### src/rtl/mul_unit_pkg.sv
// ---------------------------------------------------------------------------
// mul_unit_pkg
// Shared definitions for the iterative shift-add multiplier.
//   MUL_WIDTH   : operand / result width (32)
//   mul_state_e : FSM state encodings MUL_IDLE / MUL_BUSY / MUL_DONE (2-bit)
// ---------------------------------------------------------------------------
package mul_unit_pkg;

    localparam int MUL_WIDTH = 32;

    typedef enum logic [1:0] {
        MUL_IDLE = 2'd0,
        MUL_BUSY = 2'd1,
        MUL_DONE = 2'd2
    } mul_state_e;

endpackage : mul_unit_pkg

### src/rtl/mul_unit_step.sv
// ---------------------------------------------------------------------------
// mul_unit_step
// Combinational single step of the shift-add multiplier.
//   acc, mcand, mplier                : current accumulator, multiplicand,
//                                       multiplier
//   acc_next, mcand_next, mplier_next : values after one step
// The accumulator adds the (already shifted) multiplicand when the current
// multiplier LSB is set; the sum is truncated to WIDTH bits.
// ---------------------------------------------------------------------------
module mul_unit_step #(
    parameter int WIDTH = 32
) (
    input  logic [WIDTH-1:0] acc,
    input  logic [WIDTH-1:0] mcand,
    input  logic [WIDTH-1:0] mplier,
    output logic [WIDTH-1:0] acc_next,
    output logic [WIDTH-1:0] mcand_next,
    output logic [WIDTH-1:0] mplier_next
);

    always_comb begin
        acc_next    = mplier[0] ? (acc + mcand) : acc;
        mcand_next  = mcand << 1;
        mplier_next = mplier >> 1;
    end

endmodule : mul_unit_step

### src/rtl/mul_unit.sv
// ---------------------------------------------------------------------------
// mul_unit
// Iterative 32-bit shift-add multiplier for the execute stage (ALU_MUL).
// Ports:
//   clk_i       : clock, rising edge
//   rst_i       : asynchronous active-low reset
//   start_i     : launch request, sampled only in IDLE or DONE
//   flush_i     : synchronous abort, returns to IDLE, has priority over start
//   data1_i     : multiplicand (rs1), sampled on the start edge only
//   data2_i     : multiplier (rs2), sampled on the start edge only
//   data_o      : low WIDTH bits of the last completed product
//   valid_o     : one-cycle strobe, high while in DONE
//   busy_o      : high while in BUSY; stalls PC and register-file write
//   dbg_state_o : current FSM state (debug visibility)
//
// Handshake: a start accepted at edge 0 gives busy_o high after edges
// 0..WIDTH-1 and valid_o high for the single cycle after edge WIDTH.
// data_o changes only when a multiply completes (or on reset) and is held
// otherwise. start_i held high in DONE begins the next multiply with no
// idle cycle in between.
// ---------------------------------------------------------------------------
module mul_unit
    import mul_unit_pkg::*;
#(
    parameter int WIDTH = MUL_WIDTH
) (
    input  logic             clk_i,
    input  logic             rst_i,
    input  logic             start_i,
    input  logic             flush_i,
    input  logic [WIDTH-1:0] data1_i,
    input  logic [WIDTH-1:0] data2_i,
    output logic [WIDTH-1:0] data_o,
    output logic             valid_o,
    output logic             busy_o,
    output logic [1:0]       dbg_state_o
);

    localparam int CNT_W = $clog2(WIDTH) + 1;
    localparam logic [CNT_W-1:0] CNT_LAST = CNT_W'(WIDTH - 1);

    mul_state_e       state_q;
    mul_state_e       state_d;
    logic [WIDTH-1:0] mcand_q;
    logic [WIDTH-1:0] mplier_q;
    logic [WIDTH-1:0] acc_q;
    logic [CNT_W-1:0] cnt_q;
    logic [WIDTH-1:0] data_q;

    logic [WIDTH-1:0] acc_next;
    logic [WIDTH-1:0] mcand_next;
    logic [WIDTH-1:0] mplier_next;

    logic             accept;
    logic             last_step;

    mul_unit_step #(
        .WIDTH (WIDTH)
    ) u_step (
        .acc         (acc_q),
        .mcand       (mcand_q),
        .mplier      (mplier_q),
        .acc_next    (acc_next),
        .mcand_next  (mcand_next),
        .mplier_next (mplier_next)
    );

    // A start is only honoured outside BUSY, and never in a flush cycle.
    assign accept    = (state_q != MUL_BUSY) && start_i && !flush_i;
    assign last_step = (state_q == MUL_BUSY) && (cnt_q == CNT_LAST);

    // ---------------- FSM: state register ----------------
    always_ff @(posedge clk_i or negedge rst_i) begin
        if (!rst_i) begin
            state_q <= MUL_IDLE;
        end else begin
            state_q <= state_d;
        end
    end

    // ---------------- FSM: next state ----------------
    always_comb begin
        state_d = state_q;
        case (state_q)
            MUL_IDLE: if (start_i) state_d = MUL_BUSY;
            MUL_BUSY: if (cnt_q == CNT_LAST) state_d = MUL_DONE;
            MUL_DONE: state_d = start_i ? MUL_BUSY : MUL_IDLE;
            default:  state_d = MUL_IDLE;
        endcase
        if (flush_i) begin
            state_d = MUL_IDLE;
        end
    end

    // ---------------- Datapath ----------------
    always_ff @(posedge clk_i or negedge rst_i) begin
        if (!rst_i) begin
            mcand_q  <= '0;
            mplier_q <= '0;
            acc_q    <= '0;
            cnt_q    <= '0;
            data_q   <= '0;
        end else if (accept) begin
            mcand_q  <= data1_i;
            mplier_q <= data2_i;
            acc_q    <= '0;
            cnt_q    <= '0;
        end else if ((state_q == MUL_BUSY) && !flush_i) begin
            acc_q    <= acc_next;
            mcand_q  <= mcand_next;
            mplier_q <= mplier_next;
            cnt_q    <= cnt_q + CNT_W'(1);
            // The result includes the contribution of the final step.
            if (last_step) begin
                data_q <= acc_next;
            end
        end
    end

    assign data_o      = data_q;
    assign valid_o     = (state_q == MUL_DONE);
    assign busy_o      = (state_q == MUL_BUSY);
    assign dbg_state_o = state_q;

endmodule : mul_unit

### config.mk
export PLATFORM = sky130hd
export DESIGN_NAME = mul_unit
export DESIGN_NICKNAME = d
export VERILOG_FILES = /design/src/rtl/mul_unit_pkg.sv /design/src/rtl/mul_unit_step.sv /design/src/rtl/mul_unit.sv
export SDC_FILE = /design/constraint.sdc
export NUM_CORES = 1
export LEC_CHECK = 0
export BUFFER_PORTS_ARGS = -buffer_cell sky130_fd_sc_hd__buf_2
export CELL_PAD_IN_SITES_DETAIL_PLACEMENT = 1
export CELL_PAD_IN_SITES_GLOBAL_PLACEMENT = 1
export CORE_MARGIN = 1
export CORE_UTILIZATION = 46
export CTS_BUF_LIST = sky130_fd_sc_hd__clkbuf_4 sky130_fd_sc_hd__clkbuf_8
export CTS_CLUSTER_DIAMETER = 150
export DETAILED_ROUTE_END_ITERATION = 7
export PLACE_DENSITY_LB_ADDON = 0.1
export SLEW_MARGIN = 10
export SYNTH_ARGS = -nofsm -noshare
export SYNTH_HDL_FRONTEND = slang
export SYNTH_SLANG_ARGS = --single-unit
export TNS_END_PERCENT = 1
### constraint.sdc
create_clock -name clk_i -period 3.4 [get_ports clk_i]
set_input_delay 0.85 -clock clk_i [delete_from_list [all_inputs] [get_ports clk_i]]
set_output_delay 0.85 -clock clk_i [all_outputs]
set_load 0.1 [all_outputs]
Word-level counts from Yosys, hierarchy flattened
Cells that the tools add are included. Widths: inputs -> output; s select.

Add/sub/neg operators: 2. Eq/ne operators: 6. Muxes and demuxes: 14. Bitwise logic cells: 1. Reductions and logical operators: 9.

Operators by type and width (count): $mux 32 (7); $add 32x32->32 (1); $mux 6 (2); $add 6x1->6 const B (1); $eq 6x5->1 const B (1); $mux 2 (3); $pmux 2 s3 (1); $logic_and 1x1->1 (4); $ne 3x2->1 const B (1); $ne 3x3->1 const B (1); $reduce_and 3->1 (1); $eq 2x1->1 const B (1); $eq 2x2->1 const B (1); $logic_not 2->1 (1); $ne 2x1->1 const B (1); $reduce_and 2->1 (1); $reduce_bool 2->1 (1); $logic_not 1->1 (1); $mux 1 (1); $not 1->1 (1).

Register bits: 136. Input bits: 68. Logic and storage cells: 38.

Logic depth before layout (Yosys ltp)
Gate-level depths: netlist (run 1).

Depth in word-level cells: 5. Gate-level depth with buffers: 10.

By module
Synthesis (run 1) repeated with hierarchy kept, for this count alone.

Cells, all modules: 786. Area total of the unflattened synthesis: 8189.1 um^2.

By module, submodules not included: mul_unit (instances 1, cells each 400, area an instance 5472.7 um^2, sequential area each 3403.3 um^2); mul_unit_step (instances 1, cells each 386, area an instance 2716.4 um^2, sequential area each 0.0 um^2).

Worst setup path before layout (run 1)
Ideal clock, no wire load.

Path type: flip-flop to output port. Start point: register state_q[0], in the netlist dbg_state_o[0]. End point: output busy_o. Arrival: 2.594 ns. Required time: 2.550 ns. Path slack: -0.044 ns. Stages on the path, launching flop included: 4. Path buffers: 2. Cell sequence: dfrtp_1 nor2b_1 clkbuf_1 buf_1.

Word-level cells in the longest chain between the ends: 1.

Ends and longest elaborated chain: start, declared (line mul_unit.sv:42) `mul_state_e state_q;`; start signal, assigned (line mul_unit.sv:77) `state_q <= state_d;`; $eq 2x1->1 (line mul_unit.sv:122) `assign busy_o = (state_q == MUL_BUSY);`; end, declared (line mul_unit.sv:35) `output logic busy_o,`.

No other way between the ends.

Worst setup path in the final report (run 1)
Start point: register mcand_q[0]. End point: register data_q[30], in the netlist data_o[30].

Word-level cells in the longest chain between the ends: 2.

Ends and longest elaborated chain: start, declared (line mul_unit.sv:44) `logic [WIDTH-1:0] mcand_q;`; start signal, assigned (line mul_unit.sv:104) `mcand_q <= data1_i;`; start signal, assigned (line mul_unit.sv:110) `mcand_q <= mcand_next;`; $add 32x32->32 (line mul_unit_step.sv:22) `acc_next = mplier[0] ? (acc + mcand) : acc;`; $mux 32 (line mul_unit_step.sv:22); end signal, assigned (line mul_unit.sv:115) `data_q <= acc_next;`; end, declared (line mul_unit.sv:48) `logic [WIDTH-1:0] data_q;`.

No other way between the ends. A chain may end at the register's enable or synchronous reset.

==> results of run 1 <==
==> per-stage QoR <==
stage	std cells	worst slack [ns]
after floorplan	809	0.0105
after global placement	1095	0.445
after detailed placement	1095	0.333
after CTS	1126	0.312
after global routing	1126	0.0430
final	1126	0.322
==> cell type report <==
class | count | area (µm²) | area share (%)
Multi-Input combinational cell | 614 | 3820 | 44.4
Clock inverter | 13 | 170 | 1.98
Tap cell | 216 | 270 | 3.14
Inverter | 6 | 22.5 | 0.262
Timing Repair Buffer | 123 | 672 | 7.81
Clock buffer | 18 | 248 | 2.88
Sequential cell | 136 | 3400 | 39.6
==> registers in the layout (all words and copies together), names as in the netlist <==
register / cells
acc_q: 32
data_o: 32
mcand_q: 32
mplier_q: 32
cnt_q: 6
dbg_state_o: 2
==> placed cells by master (no fill, tap or decap), types with 20 or more instances in the layout <==
| master | count |
|---|---|
| sky130_fd_sc_hd__a21oi_1 | 49 |
| sky130_fd_sc_hd__nand2_1 | 136 |
| sky130_fd_sc_hd__buf_4 | 20 |
| sky130_fd_sc_hd__o21ai_0 | 114 |
| sky130_fd_sc_hd__a22oi_1 | 62 |
| sky130_fd_sc_hd__xnor2_1 | 22 |
| sky130_fd_sc_hd__buf_2 | 102 |
| sky130_fd_sc_hd__dfrtp_1 | 136 |
| sky130_fd_sc_hd__ha_1 | 32 |
| sky130_fd_sc_hd__nor2_1 | 33 |
==> kinds of logic after synthesis <==
kind of cell | Yosys count | synth area share, %
AO/OA/AOI/OAI | 297 | 25.0
XOR/XNOR | 34 | 4.01
adder cells (fa/ha/maj) | 33 | 5.67
buffers and inverters | 59 | 3.02
flip-flops | 136 | 45.9
multiplexers | 14 | 1.89
AND/OR/NAND/NOR | 236 | 14.5
==> critical path: stages (launching register included) <==
cell	delay [ns]
sky130_fd_sc_hd__dfrtp_1	0.42
sky130_fd_sc_hd__ha_1	0.24
sky130_fd_sc_hd__fa_1	0.44
sky130_fd_sc_hd__a211oi_1	0.31
sky130_fd_sc_hd__o211ai_1	0.18
sky130_fd_sc_hd__a31oi_1	0.39
sky130_fd_sc_hd__nand2_1	0.16
sky130_fd_sc_hd__a31oi_1	0.32
sky130_fd_sc_hd__o21a_1	0.24
sky130_fd_sc_hd__mux2i_1	0.19
sky130_fd_sc_hd__nand2_1	0.07
==> per-layer routing <==
metal  track usage, %  vias up
met4             7.61        0
met1             39.0     3231
met2             43.6      113
met3             4.74       18
li1                 -     3120
met5                0        -
==> final timing paths <==
kind / from / endpoint / slack, ns / cells after the start
setup / recovery: mcand_q[0] / data_o[30] / 0.32 / 10
hold reg to reg: data_o[11] / data_o[11] / 0.48 / 2
max in group asynchronous: rst_i / acc_q[12] / 2.22 / 2
min in group clk_i: data_o[11] / data_o[11] / 0.48 / 2
setup reg to reg: mcand_q[0] / data_o[30] / 0.32 / 10
hold / removal: rst_i / data_o[0] / 0.38 / 1
==> power by group <==
part	leakage (nW)	switching (mW)	internal, mW
Clock	0.202	0.688	0.749
Sequential	1.81	0.178	1.79
Combinational	2.09	0.645	0.399
Total	4.10	1.51	2.94
==> out/qor.txt, run 1 <==
Port Buffer Count -> 103
top layer in use -> met4
insertion delay to the later sink of the worst-skew pair -> 0.44 ns
CTS tree -> yes
effective utilization at floorplan -> 46.9%
Post-CTS Setup Inserts -> 0
initial antenna violation count -> 0
first-pass GRT wire length -> 35.4 mm
amount of wire on met3 after detailed routing -> 825 µm
Synth Net Count -> 910
final estimated routing congestion in global placement -> 0.891
Synth warnings -> 0
leakage power figure -> 4.10 nW
category of the most critical setup path -> register to register
result of the run -> finished clean
post-detailed-route via-to-cell ratio -> 5.76
power per cell area -> 518 nW/µm²
data arrival at the endpoint of the critical path -> 3.41 ns
routed wirelength normalized by instance count -> 19.1 µm
number of flops mapped to enable cells by yosys -> 0
maximum operating frequency -> 325 MHz
top cell type by total area after synthesis -> sky130_fd_sc_hd__dfrtp_1
die extent in y -> 129 µm
flip-flop and latch count after synthesis -> 136
post-synthesis instance area -> 7420 µm²
CTS sink count -> 136
unrepaired setup endpoints after global routing -> no
# H-tree levels -> 4
cell types with the highest counts after synthesis -> sky130_fd_sc_hd__dfrtp_1 (136), sky130_fd_sc_hd__nand2_1 (136), sky130_fd_sc_hd__o21ai_0 (114), sky130_fd_sc_hd__a22oi_1 (62), sky130_fd_sc_hd__a21oi_1 (49)
die area -> 16600 µm²
final setup fails -> 0
core outline area -> 15800 µm²
final setup TNS -> 0 ns
diodes inserted -> 0
Via Count -> 6482
share of synthesized area occupied by flip-flops and latches -> 45.9%
fin area -> 8600 µm²
final worst-path cycle share -> 90.5%
number of nets in the layout -> 999
total routing resource utilization after global routing -> 27.6%
root buf cell -> sky130_fd_sc_hd__clkbuf_8
layout cells sized above 1 -> 18.7%
number of filler instances in the final layout -> 1869
final core area utilization -> 54.4%
post-synth top area share -> 45.9%
DRT met1 WL -> 10.4 mm
HPWL after DPL -> 16.0 mm
top cells by area in the synthesized netlist -> sky130_fd_sc_hd__dfrtp_1 (46%), sky130_fd_sc_hd__o21ai_0 (7.7%), sky130_fd_sc_hd__nand2_1 (6.9%), sky130_fd_sc_hd__a22oi_1 (6.3%), sky130_fd_sc_hd__ha_1 (5.4%)
pin count of the biggest net entering global routing -> 67
overall power consumption -> 4.45 mW
number of buffers created by CTS -> 17
post-route antenna net violation count -> 0
global-route congestion overflow total -> 0
1st-pass router iterations -> 4
library cells used by synthesis -> 58
worst hold slack across all endpoints -> 0.380 ns
vias in the first global route -> 6668
total count of hold-check failures in the final report -> 0
Rel. slew slack -> 47.8%
Hold/Removal Path Class -> input port to asynchronous set/reset pin
deepest clock path buffer count -> 2
area delta synth->final -> 16.0%
Critical Path Start Type -> register
post-synthesis instance total -> 809
Max Slew Vio Count -> 0
detailed-route wire length -> 21.5 mm
highest net fanout along the worst path -> 3
minimum clock period -> 3.08 ns
placement row count -> 46
average cell area after synthesis -> 9.17 µm²
proportion of register bits with asynchronous set or reset after synthesis -> 100%
Iteration-0 DRC Markers -> 284
crit path capture type -> register
Horiz. Die Dim -> 129 µm
met2 WL -> 9.96 mm
Worst Max-Slew Pin Slew -> 0.782 ns
CTS clock-pin slew for the worst setup and hold paths -> 0.08 ns
Final Skew -> 0.0124 ns
reported max-cap violation count -> 0
Resized cells post-CTS -> 0
I/O pin count -> 104
Hold Buf Count CTS -> 0
worst IR drop on VDD -> 308 µV
dominant register cell in the synthesized netlist -> sky130_fd_sc_hd__dfrtp_1
placement-stage cell area -> 8190 µm²
DRC -> 0
worst path required time -> 3.73 ns
Power figures use the tool's default switching activity.
==> run 2: changes to the inputs <==
--- a/config.mk
+++ b/config.mk
@@ -5,11 +5,12 @@
 export SDC_FILE = /design/constraint.sdc
 export NUM_CORES = 1
 export LEC_CHECK = 0
+export ABC_AREA = 1
 export BUFFER_PORTS_ARGS = -buffer_cell sky130_fd_sc_hd__buf_2
 export CELL_PAD_IN_SITES_DETAIL_PLACEMENT = 1
 export CELL_PAD_IN_SITES_GLOBAL_PLACEMENT = 1
 export CORE_MARGIN = 1
-export CORE_UTILIZATION = 46
+export CORE_UTILIZATION = 44
 export CTS_BUF_LIST = sky130_fd_sc_hd__clkbuf_4 sky130_fd_sc_hd__clkbuf_8
 export CTS_CLUSTER_DIAMETER = 150
 export DETAILED_ROUTE_END_ITERATION = 7
==> run 2 against run 1 <==
Synthesized cell count grew 41%. Largest cell class unchanged. First-iteration DRC count grew 73%. Power grew 39%. Count of clock-buffer cells in the layout is the same. Critical endpoint is now data_o[25]. Final cell count grew 31%. Die area grew 16%. Sequential power grew 11%. Non-clock buffer count shrank 9. Area after synthesis grew 11%.
==> out/qor.txt, run 2 <==
diodes inserted -> 0 (unchanged)
Resized cells post-CTS -> 0 (unchanged)
layout cells sized above 1 -> 13.9% (-4.8 points)
I/O pin count -> 104 (unchanged)
total routing resource utilization after global routing -> 28.1% (+0.50 points)
Critical Path Start Type -> register
number of filler instances in the final layout -> 2398 (+28%)
effective utilization at floorplan -> 45.4% (-1.4 points)
core outline area -> 18200 µm² (+15%)
library cells used by synthesis -> 38 (-34%)
top cell type by total area after synthesis -> sky130_fd_sc_hd__dfrtp_1
post-synthesis instance area -> 8270 µm² (+11%)
Post-CTS Setup Inserts -> 0 (unchanged)
placement row count -> 49 (+6.5%)
final cell count without fillers -> 1474 (+31%)
final estimated routing congestion in global placement -> 0.868 (-2.6%)
Rel. slew slack -> 51.7% (+3.9 points)
flip-flop and latch count after synthesis -> 136 (unchanged)
number of nets in the layout -> 1333 (+33%)
leading cell type in the layout, fill and taps excluded -> sky130_fd_sc_hd__nand2_1
final setup TNS -> 0 ns (unchanged)
DRC -> 0 (unchanged)
worst r2r src -> mcand_q[8]
insertion delay to the later sink of the worst-skew pair -> 0.47 ns (+0.03 ns)
CTS sink count -> 136 (unchanged)
root buf cell -> sky130_fd_sc_hd__clkbuf_8
Via Count -> 7782 (+20%)
reported max-cap violation count -> 0 (unchanged)
Final Skew -> 0.0158 ns (+0.00339 ns)
initial antenna violation count -> 0 (unchanged)
die area -> 19300 µm² (+16%)
global-route congestion overflow total -> 0 (unchanged)
Port Buffer Count -> 103 (unchanged)
post-synthesis instance total -> 1137 (+41%)
worst path required time -> 3.76 ns (+0.03 ns)
leakage power figure -> 5.27 nW (+29%)
most frequently used cell type in the post-synthesis netlist -> sky130_fd_sc_hd__nand2_1
dominant register cell in the synthesized netlist -> sky130_fd_sc_hd__dfrtp_1
Placed Instances -> 1442 (+32%)
CTS tree -> yes
Worst Max-Slew Pin Slew -> 0.724 ns (-0.0582 ns)
crit path launch -> mcand_q[8]
overall power consumption -> 6.21 mW (+39%)
cell types with the highest counts after synthesis -> sky130_fd_sc_hd__nand2_1 (404), sky130_fd_sc_hd__inv_1 (199), sky130_fd_sc_hd__dfrtp_1 (136), sky130_fd_sc_hd__nand3_1 (94), sky130_fd_sc_hd__o221ai_1 (56)
power per cell area -> 666 nW/µm² (+29%)
Synth warnings -> 0 (unchanged)
first-pass GRT wire length -> 42.4 mm (+20%)
# H-tree levels -> 4 (unchanged)
top library cells by usage in the layout, fill and taps aside -> sky130_fd_sc_hd__nand2_1 (404), sky130_fd_sc_hd__inv_1 (199), sky130_fd_sc_hd__dfrtp_1 (136)
highest net fanout along the worst path -> 4 (+1)
number of flops mapped to enable cells by yosys -> 0 (unchanged)
post-route antenna net violation count -> 0 (unchanged)
post-detailed-route via-to-cell ratio -> 5.28 (-8.3%)
Iteration-0 DRC Markers -> 492 (+73%)
category of the most critical setup path -> register to register
CTS clock-pin slew for the worst setup and hold paths -> 0.09 ns (about the same)
number of buffers created by CTS -> 17 (unchanged)
pin count of the biggest net entering global routing -> 64 (-4.5%)
routed wirelength normalized by instance count -> 17.3 µm (-9.2%)
Hold Buf Count CTS -> 0 (unchanged)
Synth Net Count -> 1238 (+36%)
data arrival at the endpoint of the critical path -> 2.81 ns (-0.60 ns)
worst IR drop on VDD -> 296 µV (-4.0%)
unrepaired setup endpoints after global routing -> no
multi-input logic area -> 3860 µm² (+1.2%)
total count of hold-check failures in the final report -> 0 (unchanged)
1st-pass router iterations -> 5 (+1)
die extent in y -> 139 µm (+7.8%)
maximum operating frequency -> 409 MHz (+26%)
minimum clock period -> 2.44 ns (-0.635 ns)
final worst-path cycle share -> 71.9% (-19 points)
crit path capture type -> register
result of the run -> finished clean
HPWL after DPL -> 19.1 mm (+20%)
Hold/Removal Path Class -> input port to asynchronous set/reset pin
register cell area after layout -> 3400 µm² (unchanged)
proportion of register bits with asynchronous set or reset after synthesis -> 100% (unchanged)
top cells by area in the synthesized netlist -> sky130_fd_sc_hd__dfrtp_1 (41%), sky130_fd_sc_hd__nand2_1 (18%), sky130_fd_sc_hd__inv_1 (9.0%), sky130_fd_sc_hd__o221ai_1 (5.9%), sky130_fd_sc_hd__nand3_1 (5.7%)
area delta synth->final -> 12.8%
vias in the first global route -> 8167 (+22%)
detailed-route wire length -> 25.5 mm (+19%)
share of synthesized area occupied by flip-flops and latches -> 41.1% (-4.7 points)
post-synth top area share -> 41.1% (-4.7 points)
final setup fails -> 0 (unchanged)
deepest clock path buffer count -> 2 (unchanged)
average cell area after synthesis -> 7.27 µm² (-21%)
Horiz. Die Dim -> 139 µm (+7.8%)
Max Slew Vio Count -> 0 (unchanged)
run 2: metal layers:
| metal | GRT usage (%) | part of all wire (%) | vias up |
|---|---|---|---|
| met5 | 0 | 0 | - |
| met4 | 6.26 | 1.1 | 0 |
| met1 | 40.7 | 50 | 3801 |
| li1 | - | - | 3807 |
| met2 | 44.0 | 45 | 154 |
| met3 | 4.59 | 3.9 | 20 |
run 2: cells by family (layout without fill, tap and decap cells):
group | Yosys count | after routing | share of synthesized area, %
AO/OA/AOI/OAI | 132 | 132 | 11.1
adder cells (fa/ha/maj) | 33 | 33 | 5.08
flip-flops | 136 | 136 | 41.1
buffers and inverters | 244 | 352 | 12.1
XOR/XNOR | 16 | 16 | 1.69
AND/OR/NAND/NOR | 576 | 576 | 28.9
run 2: worst paths after layout:
| path | endpoint | slack, ns | cells past startpoint |
|---|---|---|---|
| max | data_o[25] | 0.96 | 10 |
| min | mplier_q[20] | 0.27 | 1 |
| max reg2reg | data_o[25] | 0.96 | 10 |
| min reg2reg | data_o[27] | 0.48 | 2 |
| max in group asynchronous | data_o[16] | 2.31 | 2 |
| min in group clk_i | data_o[27] | 0.48 | 2 |
run 2: critical path, stage by stage (launching register included):
cell and delay [ns]:
sky130_fd_sc_hd__dfrtp_1 0.41, sky130_fd_sc_hd__ha_1 0.40, sky130_fd_sc_hd__nand2_1 0.14, sky130_fd_sc_hd__nor2_1 0.28, sky130_fd_sc_hd__nand3_1 0.18, sky130_fd_sc_hd__nand3b_1 0.26
sky130_fd_sc_hd__nand2_1 0.12, sky130_fd_sc_hd__nand3_1 0.10, sky130_fd_sc_hd__nand3_1 0.22, sky130_fd_sc_hd__nand3_1 0.16, sky130_fd_sc_hd__nand2_1 0.06
run 2: where the power goes:
| part | total [mW] | switching, mW | internal (mW) |
|---|---|---|---|
| Combinational | 2.71 | 1.80 | 0.908 |
| Sequential | 2.18 | 0.225 | 1.95 |
| Clock | 1.32 | 0.767 | 0.557 |
run 2: cell type report:
| class | count | area share [%] |
|---|---|---|
| clock buffer | 18 | 2.66 |
| inverter | 206 | 8.32 |
| clock inverter | 14 | 1.41 |
| timing repair buffer | 114 | 6.61 |
| sequential | 136 | 36.5 |
| tap | 229 | 3.07 |
| multi-input combinational | 757 | 41.4 |
run 2: per-stage QoR:
| stage | util, % | worst slack (ns) | area, µm² | hold WS [ns] |
|---|---|---|---|---|
| finish | 51.2 | 0.957 | 9330 | 0.274 |
| global route | 51.2 | 0.772 | 9330 | 0.278 |
| floorplan | - | 0.254 | 8270 | 0.452 |
| detailed placement | 49.1 | 0.880 | 8950 | 0.464 |
| CTS | 51.2 | 0.991 | 9330 | 0.268 |
| global placement | 49.1 | 0.935 | 8950 | 0.460 |
==> run 3: changes to the inputs <==
--- a/config.mk
+++ b/config.mk
@@ -10,7 +10,7 @@
 export CELL_PAD_IN_SITES_DETAIL_PLACEMENT = 1
 export CELL_PAD_IN_SITES_GLOBAL_PLACEMENT = 1
 export CORE_MARGIN = 1
-export CORE_UTILIZATION = 44
+export CORE_UTILIZATION = 40
 export CTS_BUF_LIST = sky130_fd_sc_hd__clkbuf_4 sky130_fd_sc_hd__clkbuf_8
 export CTS_CLUSTER_DIAMETER = 150
 export DETAILED_ROUTE_END_ITERATION = 7
==> constraint.sdc (replaced) <==
create_clock -name clk_i -period 2.2 [get_ports clk_i]
set_input_delay 0.55 -clock clk_i [delete_from_list [all_inputs] [get_ports clk_i]]
set_output_delay 0.55 -clock clk_i [all_outputs]
set_load 0.1 [all_outputs]
==> run 3 against run 2 <==
Global-route usage decreased by 2.9 points. Sequential power up 57%. Final area increased by 5.5%. Sequential share of layout area is 1.9 points lower. Critical path type unchanged. Largest cell class unchanged. Largest power group unchanged.
==> out/qor.txt, run 3 (same netlist as run 2, synthesis figures left out) <==
result of the run -> finished clean
vias in the first global route -> 7857 (-3.8%)
post-detailed-route via-to-cell ratio -> 5.05 (-4.4%)
detailed-route wire length -> 25.4 mm (-0.51%)
relative contribution of combinational cells to total power -> 45.6% (+2.0 points)
Hold/Removal Path Class -> input port to register
Horiz. Die Dim -> 146 µm (+4.8%)
global-route congestion overflow total -> 0 (unchanged)
number of filler instances in the final layout -> 2626 (+9.5%)
CTS clock-pin slew for the worst setup and hold paths -> 0.10 ns (about the same)
power per cell area -> 1030 nW/µm² (+54%)
root buf cell -> sky130_fd_sc_hd__clkbuf_8
smallest setup slack after layout -> 0.119 ns (-0.838 ns)
I/O pin count -> 104 (unchanged)
leading cell type in the layout, fill and taps excluded -> sky130_fd_sc_hd__nand2_1
DRC -> 0 (unchanged)
data arrival at the endpoint of the critical path -> 2.40 ns (-0.41 ns)
deepest clock path buffer count -> 2 (unchanged)
total routing resource utilization after global routing -> 25.1% (-2.9 points)
CTS tree -> yes
Final Skew -> 0.0174 ns (+0.00165 ns)
area delta synth->final -> 19.0%
Worst Max-Slew Pin Slew -> 0.711 ns (-0.0122 ns)
die extent in y -> 146 µm (+4.8%)
leakage power figure -> 5.40 nW (+2.5%)
die area -> 21300 µm² (+9.9%)
effective utilization at floorplan -> 40.9% (-4.5 points)
Max Slew Vio Count -> 0 (unchanged)
net switching power -> 4.50 mW (+61%)
final worst-path cycle share -> 94.6% (+23 points)
crit path capture type -> register
category of the most critical setup path -> register to register
worst IR drop on VDD -> 367 µV (+24%)
reported max-cap violation count -> 0 (unchanged)
fraction of power spent switching nets -> 44.6% (-0.39 points)
Setup Slack @ Placement -> -0.166 ns (-1.05 ns)
1st-pass router iterations -> 4 (-1)
Flop pwr share -> 33.9% (-1.2 points)
total count of hold-check failures in the final report -> 0 (unchanged)
final core area utilization -> 48.6% (-2.6 points)
top library cells by usage in the layout, fill and taps aside -> sky130_fd_sc_hd__nand2_1 (397), sky130_fd_sc_hd__inv_1 (198), sky130_fd_sc_hd__dfrtp_1 (134)
layout cells sized above 1 -> 19.0% (+5.1 points)
highest net fanout along the worst path -> 3 (-1)
number of buffers created by CTS -> 17 (unchanged)
insertion delay to the later sink of the worst-skew pair -> 0.45 ns (-0.02 ns)
Int Power -> 5.60 mW (+64%)
initial antenna violation count -> 0 (unchanged)
minimum clock period -> 2.08 ns (-0.362 ns)
HPWL after DPL -> 19.5 mm (+2.4%)
final estimated routing congestion in global placement -> 0.908 (+4.5%)
first-pass GRT wire length -> 41.8 mm (-1.4%)
Rel. slew slack -> 52.3% (+0.59 points)
Via Count -> 7758 (-0.31%)
core outline area -> 20200 µm² (+11%)
# H-tree levels -> 4 (unchanged)
Clock power frac -> 20.5% (-0.8 points)
routed wirelength normalized by instance count -> 16.5 µm (-4.6%)
pin count of the biggest net entering global routing -> 41 (-36%)
unrepaired setup endpoints after global routing -> yes
diodes inserted -> 0 (unchanged)
number of nets in the layout -> 1355 (+1.7%)
Port Buffer Count -> 103 (unchanged)
CTS sink count -> 136 (unchanged)
Critical Path Start Type -> register
placement row count -> 52 (+6.1%)
worst path required time -> 2.52 ns (-1.24 ns)
Iteration-0 DRC Markers -> 364 (-26%)
post-route antenna net violation count -> 0 (unchanged)
maximum operating frequency -> 481 MHz (+17%)
final setup fails -> 0 (unchanged)
run 3: changes by cell type in the layout (fill, tap and decap cells not counted), moves of 4 or more:
cell and change:
sky130_fd_sc_hd__nand2_1 -7, sky130_fd_sc_hd__nor2_1 -8, sky130_fd_sc_hd__buf_4 +18, sky130_fd_sc_hd__nand3_2 +7, sky130_fd_sc_hd__a21oi_1 -4, sky130_fd_sc_hd__nand2_2 +6
sky130_fd_sc_hd__nor2_2 +6, sky130_fd_sc_hd__ha_1 -16, sky130_fd_sc_hd__ha_2 +8, sky130_fd_sc_hd__ha_4 +8, sky130_fd_sc_hd__nand3_1 -7
run 3: routing by layer:
layer / routed length [µm] / part of all wire, % / GRT usage [%] / up-vias
met2: 11400 / 45 / 38.8 / 132
met5: 0 / 0 / 0 / -
met3: 1070 / 4.2 / 4.17 / 12
met1: 12700 / 50 / 37.0 / 3773
li1: - / - / - / 3841
met4: 216 / 0.85 / 5.05 / 0
run 3: worst paths after layout:
path	slack [ns]	cells past startpoint	endpoint	start
setup / recovery	0.12	11	acc_q[14]	acc_q[0]
hold / removal	0.30	3	mplier_q[11]	data2_i[11]
setup reg to reg	0.12	11	acc_q[14]	acc_q[0]
hold reg to reg	0.48	2	data_o[29]	data_o[29]
max in group asynchronous	1.00	3	dbg_state_o[0]	rst_i
min in group asynchronous	0.56	2	data_o[23]	rst_i
run 3: worst max-delay path: stages (launching register included):
cell                      delay [ns]
sky130_fd_sc_hd__dfrtp_1        0.40
sky130_fd_sc_hd__ha_1           0.24
sky130_fd_sc_hd__fa_2           0.36
sky130_fd_sc_hd__buf_4          0.16
sky130_fd_sc_hd__nand2_1        0.07
sky130_fd_sc_hd__nand3_2        0.10
sky130_fd_sc_hd__nand2_2        0.11
sky130_fd_sc_hd__nand2_4        0.08
sky130_fd_sc_hd__xnor2_2        0.16
sky130_fd_sc_hd__nand2_1        0.11
sky130_fd_sc_hd__nand3_1        0.09
sky130_fd_sc_hd__o21ai_0        0.08
run 3: power groups by stage:
| stage | logic (mW) | registers [mW] | clock network, mW |
|---|---|---|---|
| global route | 5.20 | 3.49 | 2.24 |
| floorplan | 2.97 | 3.33 | 0 |
| finish | 4.61 | 3.43 | 2.07 |
| global placement | 4.22 | 3.41 | 0 |
| CTS | 4.36 | 3.38 | 2.12 |
| detailed placement | 4.31 | 3.43 | 0 |
run 3: timing repair:
item                       in CTS  in global routing
setup endpoints to repair      10                 42
setup buffers                   0                  1
gates resized for setup         4                 44
hold endpoints to repair       15                  0
hold buffers                    1                  0
run 3: area by class of cell:
| type | instances | area (µm²) | share of cell area (%) |
|---|---|---|---|
| clock buffer | 17 | 234 | 2.38 |
| clock inverter | 15 | 153 | 1.55 |
| inverter | 206 | 776 | 7.88 |
| multi-input combinational | 757 | 4110 | 41.8 |
| sequential | 136 | 3410 | 34.6 |
| tap | 270 | 338 | 3.43 |
| timing repair buffer | 136 | 822 | 8.35 |
run 3: through the flow:
stage,std cells,hold slack (ns),area [µm²],setup TNS (ns),total power [mW]
2_1_floorplan,1137,0.254,8290,-0.0105,6.30
6_report,1537,0.300,9840,0,10.1
4_1_cts,1536,0.278,9610,-0.00704,9.86
3_5_place_dp,1503,0.465,9200,-0.349,7.74
5_1_grt,1537,0.286,9840,-0.199,10.9
3_3_place_gp,1503,0.459,9200,-0.0322,7.63
